$ cat config.mk
export PLATFORM = sky130hd
export DESIGN_NAME = relu_share_arb
export DESIGN_NICKNAME = d
export VERILOG_FILES = /design/src/rtl/relu_arb_pkg.sv /design/src/rtl/relu_share_arb_rr_pick.sv /design/src/rtl/relu_share_arb.sv
export SDC_FILE = /design/constraint.sdc
export NUM_CORES = 1
export LEC_CHECK = 0
export ABC_AREA = 1
export CAP_MARGIN = 20
export CORE_MARGIN = 4
export CORE_UTILIZATION = 60
export CTS_CLUSTER_SIZE = 8
export DETAILED_ROUTE_END_ITERATION = 6
export DONT_BUFFER_PORTS = 1
export PLACE_DENSITY = 0.75
export SLEW_MARGIN = 20
export SYNTH_ARGS = -nofsm -noshare
export SYNTH_HDL_FRONTEND = slang
export SYNTH_SLANG_ARGS = --single-unit
export TNS_END_PERCENT = 100
$ cat constraint.sdc
create_clock -name clk -period 2.3 [get_ports clk]
set_input_delay 0.46 -clock clk [delete_from_list [all_inputs] [get_ports clk]]
set_output_delay 0.46 -clock clk [all_outputs]
set_load 0.1 [all_outputs]
$ cat src/rtl/relu_arb_pkg.sv
// relu_arb_pkg: FSM state enum, default NREQ/W and the clip counter ceiling
package relu_arb_pkg;
  typedef enum logic {ARB, HOLD} state_t;
  localparam int NREQ_DEF = 4;
  localparam int W_DEF = 4;
  localparam logic [7:0] CLIP_MAX = 8'd255;
endpackage

$ cat src/rtl/relu_share_arb_rr_pick.sv
// rr_pick: combinational round-robin picker; req/ptr in, win (first set req at or above ptr, wrapping) and any out
module rr_pick #(
  parameter int N = 4,
  parameter int IDW = $clog2(N)
) (
  input  logic [N-1:0]   req,
  input  logic [IDW-1:0] ptr,
  output logic [IDW-1:0] win,
  output logic           any
);
  logic [IDW-1:0] j;
  always_comb begin
    win = '0;
    j = '0;
    for (int k = N - 1; k >= 0; k--) begin
      j = IDW'((int'(ptr) + k) % N);
      win = req[j] ? j : win;
    end
  end
  assign any = |req;
endmodule

$ cat src/rtl/relu_share_arb.sv
// relu_share_arb: round-robin shared RELU unit; clk/rst_n/en/req/din/clr_cnt in, gnt/dout/dout_vld/dout_id/clip_cnt out
module relu_share_arb
  import relu_arb_pkg::*;
#(
  parameter int NREQ = NREQ_DEF,
  parameter int W = W_DEF,
  localparam int IDW = $clog2(NREQ)
) (
  input  logic              clk,
  input  logic              rst_n,
  input  logic              en,
  input  logic [NREQ-1:0]   req,
  input  logic [NREQ*W-1:0] din,
  input  logic              clr_cnt,
  output logic [NREQ-1:0]   gnt,
  output logic [W-1:0]      dout,
  output logic              dout_vld,
  output logic [IDW-1:0]    dout_id,
  output logic [7:0]        clip_cnt
);
  state_t state, state_nx;
  logic [IDW-1:0] ptr, win, id;
  logic [W-1:0] op;
  logic any, take;
  rr_pick #(.N(NREQ), .IDW(IDW)) u_pick (
    .req(req),
    .ptr(ptr),
    .win(win),
    .any(any)
  );
  always_comb begin
    take = (state == ARB) && en && any;
    state_nx = take ? HOLD : ARB;
  end
  always_ff @(posedge clk or negedge rst_n)
    if (!rst_n) state <= ARB;
    else state <= state_nx;
  always_ff @(posedge clk or negedge rst_n)
    if (!rst_n) begin
      ptr <= '0;
      op <= '0;
      id <= '0;
      gnt <= '0;
      clip_cnt <= '0;
    end else begin
      gnt <= take ? NREQ'(1) << win : '0;
      ptr <= !take ? ptr : (int'(win) == NREQ - 1) ? '0 : win + 1'b1;
      op <= take ? din[int'(win)*W +: W] : op;
      id <= take ? win : id;
      clip_cnt <= clr_cnt ? '0 : (state == HOLD && op[W-1] && clip_cnt != CLIP_MAX) ? clip_cnt + 8'd1 : clip_cnt;
    end
  assign dout = op[W-1] ? '0 : op;
  assign dout_vld = state == HOLD;
  assign dout_id = id;
endmodule

# After elaboration in Yosys (flattened, before gate mapping)
# Cells that the tools add are included.
totals:
  ff_bits: 21
  in_bits: 24
  out_inout_bits: 19
  elab_cells: 44
op_classes:
  addsub: 5
  magnitude_cmp: 4
  n_eq_ne: 2
  shifts: 2
  mux: 18
  n_bitwise: 1
  reduce_logical: 6
ops:
  columns: ["op", "count"]
  rows:
  - ["two-way mux 8 bit", 2]
  - ["variable part select 16 x 5 -> 4 bit", 1]
  - ["less-than comparator 2 x 3 -> 1 bit, second input constant", 4]
  - ["two-way mux 2 bit", 5]
  - ["adder 8 x 1 -> 8 bit, second input constant", 1]
  - ["binary-select mux 1 bit (select 2 bit)", 4]
  - ["inequality test 8 bit, second input constant", 1]
  - ["two-way mux 1 bit", 5]
  - ["adder 2 x 1 -> 2 bit, second input constant", 2]
  - ["adder 2 bit, second input constant", 2]
  - ["logical AND 1 bit", 4]
  - ["two-way mux 4 bit", 1]
  - ["OR reduction 4 bit", 1]
  - ["<< shifter 1 x 2 -> 4 bit, first input constant", 1]
  - ["two-way mux 3 bit", 1]
  - ["equality test 2 x 1 -> 1 bit, second input constant", 1]
  - ["nonzero test 2 bit", 1]
  - ["inverter 1 bit", 1]

# Depth between registers and ports, before layout
# Gate-level depths: netlist (run 1).
depth:
  ltp_word: 9
  ltp_mapped: 14
  ltp_nobuf: 13

# Modules after synthesis
# A second synthesis (run 1) with hierarchy kept.
unflattened:
  cells_unflattened: 206
  hier_area_um2: 1366.3
by_module_without_submodules:
  columns: ["module", "instances", "cells_each", "area_per_inst_um2", "seq_area_each_um2"]
  rows:
  - ["relu_share_arb", 1, 160, 1177.4, 525.5]
  - ["rr_pick", 1, 46, 188.9, 0.0]

# Worst setup path after synthesis (run 1)
# OpenSTA, ideal clock, no wires.
synth_path:
  path_type: "reg2reg"
  start: "register clip_cnt[1]"
  end: "register clip_cnt[4]"
  setup_time_ns: 0.078
  arrival_ns: 2.114
  required_time_ns: 2.222
  path_slack_ns: 0.108
  stages_incl_launch_ff: 12
  path_buffers: 0
  synth_period_minus_slack_ns: 2.192
  path_cell_list: "dfrtp_1 > ha_1 > nand2_1 > inv_1 > nand4_1 > nand3_1 > inv_1 > nand2_1 > inv_1 > nand2_1 > o21ai_0 > a21oi_1"
synth_via:
  elab_chain_cells: 3
  word_cells_on_any_way: 6
  cone_classes: "add/sub: 1; eq/ne: 1; mux: 2; reduce/logical: 2"
synth_lines:
  columns: ["element", "line_no", "source"]
  rows:
  - ["start, declared", "relu_share_arb.sv:19", "output logic [7:0] clip_cnt"]
  - ["start signal, assigned", "relu_share_arb.sv:50", "clip_cnt <= clr_cnt ? '0 : (state == HOLD && op[W-1] && clip_cnt != CLIP_MAX) ? clip_cnt + 8'd1 : clip_cnt;"]
  - ["adder 8 x 1 -> 8 bit / inequality test 8 bit (equally long branches)", "relu_share_arb.sv:50", null]
  - ["two-way mux 8 bit / logical AND 1 bit (equally long branches)", "relu_share_arb.sv:50", null]
  - ["two-way mux 8 bit / nonzero test 2 bit (equally long branches)", null, null]
# Parallel ways exist; a longest one is shown, timed or not. The select of a mux whose other input is x is not followed.
# A chain may end at the register's enable or synchronous reset.

# Worst setup path in the final report (run 1)
layout_path:
  start: "register ptr[0]"
  end: "register op[1]"
layout_via:
  elab_chain_cells: 8
  word_cells_on_any_way: 16
  cone_classes: "add/sub: 3; shift: 1; mux: 12"
layout_lines:
  columns: ["element", "line_no", "source"]
  rows:
  - ["start, declared", "relu_share_arb.sv:22", "logic [IDW-1:0] ptr, win, id;"]
  - ["start signal, assigned", "relu_share_arb.sv:47", "ptr <= !take ? ptr : (int'(win) == NREQ - 1) ? '0 : win + 1'b1;"]
  - ["adder 2 bit", "relu_share_arb_rr_pick.sv:16", "j = IDW'((int'(ptr) + k) % N);"]
  - ["binary-select mux 1 bit (select 2 bit)", "relu_share_arb_rr_pick.sv:17", "win = req[j] ? j : win;"]
  - ["two-way mux 1 bit (implied by the code)", "relu_share_arb_rr_pick.sv:17", null]
  - ["two-way mux 2 bit (3 in series)", "relu_share_arb_rr_pick.sv:17", null]
  - ["two-way mux 2 bit (*)", "relu_share_arb_rr_pick.sv:17", null]
  - ["variable part select 16 x 5 -> 4 bit (*)", "relu_share_arb.sv:48", "op <= take ? din[int'(win)*W +: W] : op;"]
  - ["end signal, assigned", "relu_share_arb.sv:48", null]
  - ["end, declared", "relu_share_arb.sv:23", "logic [W-1:0] op;"]
# Every way passes the cells marked *; elsewhere a longest branch is shown, timed or not. The select of a mux whose other input is x is not followed.

==> run summary, run 1 <==
via/cell ratio: 5.22
clock slew at reported path FFs: 110 ps
max cap viols: 0
Port-buffer cells: 0
total track usage: 23.0%
count of synthesis-stage warnings from yosys: 0
worst hold slack: 207 ps
worst max-slew margin expressed relative to the limit: 39.6%
# DRC: 0
r2r startpoint: ptr[0]
number of nets in the synthesized netlist: 217
placeable core area: 2040 um2
layout overhead on the synthesized area: 14.5%
source-to-sink clock delay at the later pin of the worst-skew pair: 310 ps
TNS Setup: 0 ps
die footprint: 3040 um2
count of state elements after synthesis: 21
endpoint arrival time on the critical path: 2040 ps
clock buffers created by TritonCTS: 3
Num Clock Sinks: 21
maximum number of pins on one net before global-route repair: 22
library cells used by synthesis: 29
Synth Area per Inst: 6.95 um2
drt first pass iters: 4
synthesized instance count: 192
total power divided by cell area: 1510 nW/um2
Max Clk Rate: 545 MHz
remaining antenna violation count after routing: 0
half-perimeter wire length of the detailed placement result: 2390 um
class of the tightest hold or removal check: input pin to register
share of post-route cells with drive strength above 1: 17.4%
number of top-level design ports: 43
DR vias: 1252
std cell rows: 16
crit share post-route: 79.7%
final setup violating endpoints: 0
register area: 526 um2
sink of the worst hold path: clip_cnt[7]
overall overflow remaining after global route: 0
endpoint kind of the worst setup timing path: register
fin util: 74.8%
critical path peak fanout: 10
die outline height: 55.2 um
Filler cells: 159
Register-to-Register Setup Slack: 470 ps
dominant register cell in the synthesized netlist: dfrtp_1
global-route wire length before repair: 4930 um
time the final worst path needs with I/O delays and setup: 1830 ps
data required time at the worst endpoint: 2500 ps
Setup CP Type: register to register
vias in the first global route: 1145
CTS Root Buffer Type: clkbuf_4
starting utilization of the core area: 65.3%
area of the mapped netlist: 1330 um2
part of the Yosys area used for sequential elements: 39.4%
kind of start point of the critical path: register
fraction of synthesis flops using an asynchronous set or reset pin: 100%
Worst-Margin Slew: 904 ps
TritonCTS clock tree: done
RSZ-0062 raised after global routing: false
startpoint of the worst hold path: clr_cnt
final slew viol count: 0
weighted congestion reported at the end of routability-driven placement: 0.774
number of buffers on the longest clock path: 2
R2R Path End: op[1]
Clock Skew: 7.18 ps
diodes inserted: 0
initial antenna violation count: 0
Multi-input gate area: 626 um2
total length of routed wires: 2980 um
post-CTS setup buffer count: 0
number of enable-type register cells in the synthesized netlist: 0
number of hold-slack violations in the final timing report: 0
leakage power summed over all cells: 0.895 nW
depth of the most critical reg-to-reg path: 13
run status: completed
maximum vdd drop: 1.09 mV
number of H-tree levels: 1
Chip Width: 55.2 um
Routed wire per std cell: 12.4 um
number of nets in the layout: 239
Iter 0 DRT Violations: 21
worst hold path depth: 1
-- placed cells by master (no fill, tap or decap), types with 2 or more instances in the layout --
cell type	count
nor3_1	2
nand2_2	3
o21ai_0	7
nor2_1	10
nand3_1	25
inv_1	41
inv_2	2
dfrtp_1	21
buf_4	18
nor2_2	4
nand2_1	52
clkbuf_4	3
a21oi_1	7
-- final cells by class --
cell class / count / area share, %
Inverter: 45 / 11.2
Sequential cell: 21 / 34.4
Timing Repair Buffer: 19 / 9.50
Tap cell: 27 / 2.21
Multi-Input combinational cell: 124 / 40.9
Clock buffer: 4 / 1.72
-- where the power goes --
group | leakage, nW | switching, mW | total, mW | internal (mW)
combinational | 0.604 | 1.18 | 1.57 | 0.390
clock | 0.0150 | 0.108 | 0.175 | 0.0678
sequential | 0.276 | 0.0949 | 0.561 | 0.466
-- sequential cells by signal, summed over array words and instances (netlist names) --
register	flops
op	4
gnt	4
ptr	2
dout_id	2
dout_vld	1
clip_cnt	8
-- worst max path at each step --
stage / startpoint / endpoint / slack, ps / cells past startpoint
floorplan: clip_cnt[1] / clip_cnt[4] / 110 / 11
global placement: ptr[0] / op[0] / 560 / 13
detailed placement: ptr[0] / op[0] / 480 / 13
CTS: ptr[0] / op[0] / 460 / 13
global route: ptr[0] / op[0] / 290 / 12
finish: ptr[0] / op[1] / 470 / 13
-- metrics by stage --
step	setup slack [ps]	area, um2	power, mW	instances
6_report	467	1530	2.30	240
5_1_grt	287	1530	2.47	240
4_1_cts	462	1530	2.32	240
3_5_place_dp	483	1490	2.13	235
3_3_place_gp	561	1490	2.09	235
2_1_floorplan	108	1330	1.84	192
-- per-layer routing --
layer  global-route usage [%]  part of all wire, %  wire [um]  vias up
li1                         -                    -          -      633
met5                        0                    0          0        -
met4                     7.29                  1.7         51        0
met3                     6.70                  6.9        205        9
met1                     29.0                   42       1240      564
met2                     38.0                   50       1480       46
-- logic make-up after synthesis --
group	synth area share, %
simple gates	37.7
buf+inv	14.3
flops	39.4
compound gates	6.75
xor+xnor	0.657
fa+ha+maj	0.938
other cells	0.281
-- cell usage after synthesis (2+ instances only) --
master,number,share of area [%]
nor3_1,2,0.75
inv_1,41,12
dfrtp_1,21,39
nand3_1,25,9.4
inv_2,2,0.56
nor2_1,13,3.7
nand2_2,3,1.4
a21oi_1,7,2.6
nand2_1,52,15
o21ai_0,7,2.6
-- timing repair --
action	CTS	global route
hold buffers	1	0
hold endpoints to repair	21	0
resized for setup	0	0
-- critical path: stages (launching register included) --
cell     delay, ps
dfrtp_1        590
inv_4           90
nand2_1         90
nor2_1          60
nor2_2         130
nand3_2        140
nand2_2        100
nand2_4        110
nand2_8        130
nand2_1         60
nand3_1         70
nand2_1         60
nand2_1         50
nand2_1         50
Note: power is estimated with default switching activity, not from simulation.
==> inputs of run 2 (changes only) <==
--- a/config.mk
+++ b/config.mk
@@ -8,11 +8,11 @@
 export ABC_AREA = 1
 export CAP_MARGIN = 20
 export CORE_MARGIN = 4
-export CORE_UTILIZATION = 60
+export CORE_UTILIZATION = 56
 export CTS_CLUSTER_SIZE = 8
 export DETAILED_ROUTE_END_ITERATION = 6
 export DONT_BUFFER_PORTS = 1
-export PLACE_DENSITY = 0.75
+export PLACE_DENSITY = 0.73
 export SLEW_MARGIN = 20
 export SYNTH_ARGS = -nofsm -noshare
 export SYNTH_HDL_FRONTEND = slang
==> constraint.sdc (replaced) <==
create_clock -name clk -period 1.5 [get_ports clk]
set_input_delay 0.3 -clock clk [delete_from_list [all_inputs] [get_ports clk]]
set_output_delay 0.3 -clock clk [all_outputs]
set_load 0.1 [all_outputs]
==> run summary, run 2 <==
count of synthesis-stage warnings from yosys: 0 (unchanged)
terminating stage of the flow: global routing (5_1_grt)
clock buffers created by TritonCTS: 3 (unchanged)
part of the Yosys area used for sequential elements: 39.4% (unchanged)
number of top-level design ports: 43 (unchanged)
number of enable-type register cells in the synthesized netlist: 0 (unchanged)
count of state elements after synthesis: 21 (unchanged)
combinational family with the most area after synthesis: simple AND/OR/NAND/NOR gates
Synth Area per Inst: 6.95 um2 (unchanged)
fraction of synthesis flops using an asynchronous set or reset pin: 100% (unchanged)
maximum number of pins on one net before global-route repair: 22
library cells used by synthesis: 29 (unchanged)
most frequent cells after synthesis: 52 x nand2_1, 41 x inv_1, 25 x nand3_1, 21 x dfrtp_1, 13 x nor2_1
mux cell area share after synthesis: 0% (unchanged)
largest area contributor in the netlist: dfrtp_1
Error: [ERROR DPL-0033] detailed placement checks failed during check placement.
share of the synthesized area in the top cell type: 39.4% (unchanged)
Post-Synth Adder-Cell Area: 0.938% (unchanged)
CTS Root Buffer Type: clkbuf_4
number of H-tree levels: 1 (unchanged)
std cell rows: 17 (+1)
GRT repair_timing worst endpoint: op[1]$_DFFE_PN0P_/D
number of buffers on the longest clock path: 2 (unchanged)
weighted congestion reported at the end of routability-driven placement: 0.833 (+7.7%)
cell types occupying the most area after synthesis: dfrtp_1 39%, nand2_1 15%, inv_1 12%, nand3_1 9.4%, nor2_1 3.7%
xor/xnor share of the synthesized area: 0.657% (unchanged)
Port-buffer cells: 0 (unchanged)
dominant register cell in the synthesized netlist: dfrtp_1
area of the mapped netlist: 1330 um2 (unchanged)
most numerous cell in the Yosys netlist: nand2_1
synthesized instance count: 192 (unchanged)
Chip Width: 56.8 um (+3.0%)
starting utilization of the core area: 59.7% (-5.6 points)
die outline height: 56.8 um (+3.0%)
run status: aborted with a tool error
initial antenna violation count: 0
Num Clock Sinks: 21 (unchanged)
synthesized-area fraction occupied by ao, oa, aoi and oai cells: 6.75% (unchanged)
number of nets in the synthesized netlist: 217 (unchanged)
half-perimeter wire length of the detailed placement result: 2550 um (+6.7%)
classification of the worst endpoint: register input
post-synthesis share of cell area spent on and, or, nand and nor gates: 37.7% (unchanged)
[run 2: cell counts after synthesis]
No cell type changed its count.
[run 2: cells by family after synthesis]
logic type                 Yosys count
DFF                                 21
AOI/OAI and AO/OA                   17
xor gates and xnor gates             1
buffers and inverters               47
other                                1
and+or+nand+nor                    104
adders and majority gates            1
[run 2: metrics by stage]
stage	utilization (%)	area [um2]	std cells	setup TNS, ps	setup WS [ps]
CTS	91.1	2030	263	-1140	-134
global placement	75.4	1680	248	-529	-103
detailed placement	75.4	1680	248	-1470	-183
floorplan	-	1410	192	-786	-185
[run 2: timing repair]
| action | CTS |
|---|---|
| pin swaps | 24 |
| resized for setup | 52 |
| hold endpoints to repair | 21 |
| gates cloned | 3 |
| hold buffers | 1 |
| setup buffers | 7 |
| setup endpoints to repair | 17 |
==> inputs of run 3 (changes only) <==
--- a/config.mk
+++ b/config.mk
@@ -7,12 +7,11 @@
 export LEC_CHECK = 0
 export ABC_AREA = 1
 export CAP_MARGIN = 20
-export CORE_MARGIN = 4
-export CORE_UTILIZATION = 56
-export CTS_CLUSTER_SIZE = 8
+export CORE_AREA = 4 4 65 67
 export DETAILED_ROUTE_END_ITERATION = 6
+export DIE_AREA = 0 0 69 71
 export DONT_BUFFER_PORTS = 1
-export PLACE_DENSITY = 0.73
+export PLACE_DENSITY_LB_ADDON = 0.15
 export SLEW_MARGIN = 20
 export SYNTH_ARGS = -nofsm -noshare
 export SYNTH_HDL_FRONTEND = slang
==> constraint.sdc (replaced) <==
create_clock -name clk -period 1.95 [get_ports clk]
set_input_delay 0.39 -clock clk [delete_from_list [all_inputs] [get_ports clk]]
set_output_delay 0.39 -clock clk [all_outputs]
set_load 0.1 [all_outputs]
==> run summary, run 3 (synthesized netlist as in run 1, its figures left out) <==
run status: completed
final setup violating endpoints: 0
via/cell ratio: 4.64
number of top-level design ports: 43 (unchanged)
depth of the most critical reg-to-reg path: 11
class of the tightest hold or removal check: input pin to async pin
endpoint kind of the worst setup timing path: register
number of flip-flops in the largest register: 8
die outline height: 71 um (+25%)
kind of start point of the critical path: register
met1 WL: 1280 um
DR vias: 1211
switching power: 1.62 mW
maximum vdd drop: 0.771 mV
maximum number of pins on one net before global-route repair: 22
Register-to-Register Setup Slack: 280 ps
top routing layer used: met4
clock slew at reported path FFs: 70 ps
TritonCTS clock tree: done
starting utilization of the core area: 36.7% (-23 points)
# DRC: 0
Largest stage delay, worst path: 400 ps
drt first pass iters: 4
RSZ-0062 raised after global routing: false
Int Power: 1.16 mW
die footprint: 4900 um2
total length of routed wires: 2880 um
std cell rows: 22 (+5)
total power divided by cell area: 1760 nW/um2
final slew viol count: 0
vias in the first global route: 1231
CTS Root Buffer Type: clkbuf_8
Max Clk Rate: 597 MHz
weighted congestion reported at the end of routability-driven placement: 0.817 (-2.0%)
Iter 0 DRT Violations: 51
fraction of power consumed by sequential logic: 24.2%
Worst-Margin Slew: 517 ps
worst path setup slack after routing: 276 ps
post-CTS setup buffer count: 0 (-7)
Final Instance Count excl. Fillers: 261
data required time at the worst endpoint: 2100 ps
Num Clock Sinks: 21 (unchanged)
endpoint arrival time on the critical path: 1820 ps
most common cell after layout, fill and taps aside: nand2_1
Setup CP Type: register to register
remaining antenna violation count after routing: 0
number of hold-slack violations in the final timing report: 0
Clock Skew: 1.13 ps
Routed wire per std cell: 11.0 um
placeable core area: 3630 um2
diodes inserted: 0
Routed met3 length: 172 um
leakage power summed over all cells: 0.896 nW
share of post-route cells with drive strength above 1: 21.1%
most frequent cells in the layout: 52 x nand2_1, 41 x inv_1, 25 x nand3_1, 18 x buf_4, 15 x dfrtp_1
overall overflow remaining after global route: 0
switching portion of total power: 58.3%
time the final worst path needs with I/O delays and setup: 1670 ps
worst hold slack: 71.1 ps
max cap viols: 0
Chip Width: 69 um (+21%)
global-route wire length before repair: 5370 um
registers with the most flip-flops: clip_cnt (8), gnt (4), op (4)
crit share post-route: 85.8%
overall power after layout: 2.78 mW
Port-buffer cells: 0 (unchanged)
register with the highest flop count: clip_cnt
Cell Chain, Critical Path: ha_1, nand2_1, inv_1, nand4_1, nand3_1, inv_1, nand2_1, inv_1, nand2_1, o21ai_0, a21oi_1
initial antenna violation count: 0
length of routed met2 wiring: 1400 um
post-placement worst setup slack: 161 ps (+344 ps)
highest-delay cell along the critical path: dfrtp_2
half-perimeter wire length of the detailed placement result: 2440 um (-4.4%)
clock buffers created by TritonCTS: 3 (unchanged)
source-to-sink clock delay at the later pin of the worst-skew pair: 250 ps
number of buffers on the longest clock path: 2 (unchanged)
proportion of power drawn by combinational gates: 65.8%
R2R Path End: clip_cnt[4]
number of nets in the layout: 239
r2r startpoint: clip_cnt[0]
total track usage: 13.2%
critical path peak fanout: 7
portion of total power attributed to the clock network: 10.0%
worst max-slew margin expressed relative to the limit: 65.2%
layout overhead on the synthesized area: 18.2%
cell count after placement: 256 (+3.2%)
TNS Setup: 0 ps
number of H-tree levels: 1 (unchanged)
kind of cell adding the most delay to the critical path: simple AND/OR/NAND/NOR gates
buffer and inverter count on the worst path: 3
run 3: area by class of cell:
| type | instances | area, um2 |
|---|---|---|
| multi-input cells | 124 | 626 |
| clock buffers | 3 | 41.3 |
| clock inverters | 1 | 5.00 |
| fillers | 381 | 2060 |
| repair buffers | 19 | 140 |
| flip-flops and latches | 21 | 533 |
| well taps | 48 | 60.1 |
| inverters | 45 | 171 |
run 3: worst max-delay path by stage:
| stage | from | endpoint | slack (ps) | cells past startpoint |
|---|---|---|---|---|
| after global routing | ptr[0] | op[3] | 40 | 12 |
| after detailed placement | ptr[0] | op[3] | 160 | 13 |
| after CTS | ptr[0] | op[3] | 150 | 13 |
| after global placement | ptr[0] | op[3] | 210 | 13 |
| final | clip_cnt[0] | clip_cnt[4] | 280 | 11 |
| after floorplan | op[3] | dout[0] | -110 | 1 |
run 3: power by group through the flow:
stage / sequential [mW] / combinational (mW) / clock, mW
finish: 0.673 / 1.83 / 0.277
global route: 0.689 / 2.02 / 0.309
detailed placement: 0.679 / 1.84 / 0
CTS: 0.672 / 1.85 / 0.288
global placement: 0.677 / 1.82 / 0
floorplan: 1.02 / 1.14 / 0
run 3: timing repair:
item | 4_1_cts | 5_1_grt
endpoints found under the hold margin | 21 | 0
hold buffers | 1 | 0
gates resized for setup | 0 | 1
setup endpoints to repair | 0 | 4
run 3: stage by stage:
step	area, um2	utilization, %
floorplan	1340	-
global placement	1520	41.9
CTS	1580	43.5
finish	1580	43.4
detailed placement	1520	41.9
global route	1580	43.4
run 3: metal layers:
metal / up-vias / global-route usage, %
met5: - / 0
met4: 0 / 5.21
met3: 2 / 2.70
met2: 37 / 23.5
met1: 541 / 15.4
li1: 631 / -
==> inputs of run 4 (changes only) <==
--- a/config.mk
+++ b/config.mk
@@ -5,7 +5,6 @@
 export SDC_FILE = /design/constraint.sdc
 export NUM_CORES = 1
 export LEC_CHECK = 0
-export ABC_AREA = 1
 export CAP_MARGIN = 20
 export CORE_AREA = 4 4 65 67
 export DETAILED_ROUTE_END_ITERATION = 6
==> constraint.sdc (replaced) <==
create_clock -name clk -period 1.45 [get_ports clk]
set_input_delay 0.29 -clock clk [delete_from_list [all_inputs] [get_ports clk]]
set_output_delay 0.29 -clock clk [all_outputs]
set_load 0.1 [all_outputs]
==> run summary, run 4 <==
class of the tightest hold or removal check: input pin to async pin
number of flip-flops in the largest register: 8 (unchanged)
clock buffers created by TritonCTS: 3 (unchanged)
clock slew at reported path FFs: 80 ps (about the same)
drt first pass iters: 4 (unchanged)
Final Instance Count excl. Fillers: 198 (-24%)
Clock Skew: 4.65 ps (+3.53 ps)
crit share post-route: 116% (+30 points)
R2R Path End: op[3]
total length of routed wires: 2870 um (-0.31%)
# DRC: 0 (unchanged)
global-route wire length before repair: 4600 um (-14%)
r2r startpoint: ptr[1]
part of the Yosys area used for sequential elements: 46.5% (+7.1 points)
area of the mapped netlist: 1130 um2 (-15%)
fraction of synthesis flops using an asynchronous set or reset pin: 100% (unchanged)
kind of start point of the critical path: register
DR vias: 961 (-21%)
count of state elements after synthesis: 21 (unchanged)
most frequent cells after synthesis: 21 x dfrtp_1, 12 x nor2_1, 9 x nand2_1, 6 x nand3_1, 5 x mux2i_1
worst hold slack: -11.5 ps (-82.5 ps)
max cap viols: 0 (unchanged)
number of hold-slack violations in the final timing report: 21 (+21)
placeable core area: 3630 um2 (unchanged)
worst path setup slack after routing: -235 ps (-512 ps)
final setup violating endpoints: 14 (+14)
TNS Setup: -1660 ps (-1660 ps)
RSZ-0062 raised after global routing: true
endpoint of the worst setup timing path: op[3]
post-place instance area: 1510 um2 (-0.82%)
endpoint kind of the worst setup timing path: register
remaining antenna violation count after routing: 0 (unchanged)
count of synthesis-stage warnings from yosys: 0 (unchanged)
library cells used by synthesis: 36 (+24%)
depth of the most critical reg-to-reg path: 6 (-5)
Iter 0 DRT Violations: 51 (unchanged)
most frequent cells in the layout: 30 x buf_4, 11 x nor2_1, 11 x dfrtp_1, 8 x nand2_1, 6 x dfrtp_4
vias in the first global route: 979 (-20%)
leakage power summed over all cells: 0.758 nW (-15%)
time the final worst path needs with I/O delays and setup: 1690 ps (+11.7 ps)
endpoint arrival time on the critical path: 1810 ps (about the same)
half-perimeter wire length of the detailed placement result: 2110 um (-13%)
total power divided by cell area: 1490 nW/um2 (-16%)
std cell rows: 22 (unchanged)
total track usage: 11.3% (-1.9 points)
largest area contributor in the netlist: dfrtp_1
Num Clock Sinks: 21 (unchanged)
number of buffers on the longest clock path: 2 (unchanged)
violated checks: hold timing, setup timing
source-to-sink clock delay at the later pin of the worst-skew pair: 250 ps (about the same)
Routed wire per std cell: 14.5 um (+31%)
number of H-tree levels: 1 (unchanged)
cell types occupying the most area after synthesis: dfrtp_1 47%, mux2i_1 4.4%, mux2_1 4.0%, nor2_1 4.0%, xnor2_1 3.1%
maximum vdd drop: 0.884 mV (+15%)
diodes inserted: 0 (unchanged)
critical path peak fanout: 5 (-2)
cell count after placement: 184 (-28%)
registers with the most flip-flops: clip_cnt (8), gnt (4), op (4)
number of top-level design ports: 43 (unchanged)
number of enable-type register cells in the synthesized netlist: 0 (unchanged)
number of nets in the synthesized netlist: 136 (-37%)
overall overflow remaining after global route: 0 (unchanged)
maximum number of pins on one net before global-route repair: 22 (unchanged)
final slew viol count: 0 (unchanged)
share of post-route cells with drive strength above 1: 53.3% (+32 points)
most common cell after layout, fill and taps aside: buf_4
final design area excluding fillers: 1730 um2 (+9.5%)
Chip Width: 69 um (unchanged)
run status: finished, violations left
data required time at the worst endpoint: 1570 ps (-530 ps)
dominant register cell in the synthesized netlist: dfrtp_1
Register-to-Register Setup Slack: -240 ps (-510 ps)
via/cell ratio: 4.85 (+4.6%)
weighted congestion reported at the end of routability-driven placement: 0.779 (-4.6%)
Port-buffer cells: 0 (unchanged)
TritonCTS clock tree: done
die footprint: 4900 um2 (unchanged)
register with the highest flop count: clip_cnt
die outline height: 71 um (unchanged)
starting utilization of the core area: 31.1% (-5.6 points)
CTS Root Buffer Type: clkbuf_8
number of nets in the layout: 176 (-26%)
initial antenna violation count: 0 (unchanged)
layout overhead on the synthesized area: 52.8%
first element of the critical path: ptr[1]
synthesized instance count: 111 (-42%)
Setup CP Type: register to register
most numerous cell in the Yosys netlist: dfrtp_1
share of the synthesized area in the top cell type: 46.5% (+7.1 points)
Synth Area per Inst: 10.2 um2 (+47%)
Max Clk Rate: 593 MHz (-0.69%)
Filler cells: 371 (-2.6%)
fin util: 47.5% (+4.1 points)
run 4: final cells by class:
type | instances | area [um2] | share of cell area [%]
well taps | 48 | 60.1 | 3.48
flip-flops and latches | 21 | 553 | 32.0
multi-input cells | 82 | 707 | 40.9
repair buffers | 39 | 347 | 20.1
inverters | 4 | 15.0 | 0.870
clock buffers | 4 | 45.0 | 2.61
run 4: worst min-delay path by stage:
stage | end | slack [ps]
after floorplan | clip_cnt[2] | -6
after global placement | clip_cnt[0] | -5
after detailed placement | clip_cnt[0] | -5
after CTS | clip_cnt[3] | 70
after global routing | clip_cnt[0] | 20
final | clip_cnt[0] | -10
run 4: cell families (layout without fill, tap and decap cells):
| kind of cell | count (synthesis) | after routing | synth area share [%] |
|---|---|---|---|
| buffers and inverters | 9 | 47 | 4.98 |
| AND/OR/NAND/NOR | 45 | 45 | 19.7 |
| AO/OA/AOI/OAI | 19 | 20 | 13.7 |
| flip-flops | 21 | 21 | 46.5 |
| multiplexers | 10 | 10 | 9.74 |
| XOR/XNOR | 5 | 5 | 3.88 |
| other | 1 | 1 | 0.332 |
| adder cells (fa/ha/maj) | 1 | 1 | 1.11 |
run 4: per-stage QoR:
stage          hold WS, ps  setup slack (ps)  total power [mW]
2_1_floorplan        -5.59              -235              1.73
3_3_place_gp         -4.94              -189              2.03
3_5_place_dp         -4.74              -270              2.05
4_1_cts               72.6              -256              2.53
5_1_grt               22.1              -309              2.71
6_report             -11.5              -235              2.57
run 4: layer usage:
layer  track usage (%)  wire length [um]  vias to the layer above
met5                 0                 0                        -
met4              3.90                27                        0
met1              14.6              1260                      455
li1                  -                 -                      474
met3              2.98               164                        2
met2              18.3              1420                       30
run 4: critical path, cell delays in order, from the launching register on:
cell	delay [ps]
dfrtp_2	440
mux2_4	320
o221ai_4	200
buf_6	150
buf_6	120
mux2i_1	210
a311oi_1	110
run 4: power breakdown:
group          total, mW  switching [mW]  internal, mW  leakage, nW
sequential         0.796           0.104         0.692        0.255
clock              0.378           0.182         0.195       0.0228
combinational       1.39           0.837         0.556        0.479
run 4: what timing repair did:
item	4_1_cts	5_1_grt
hold buffers	1	0
resized for setup	8	14
gates cloned	0	1
pin swaps	3	7
hold endpoints to repair	21	0
endpoints found under the setup margin	11	22
buffers inserted	4	5
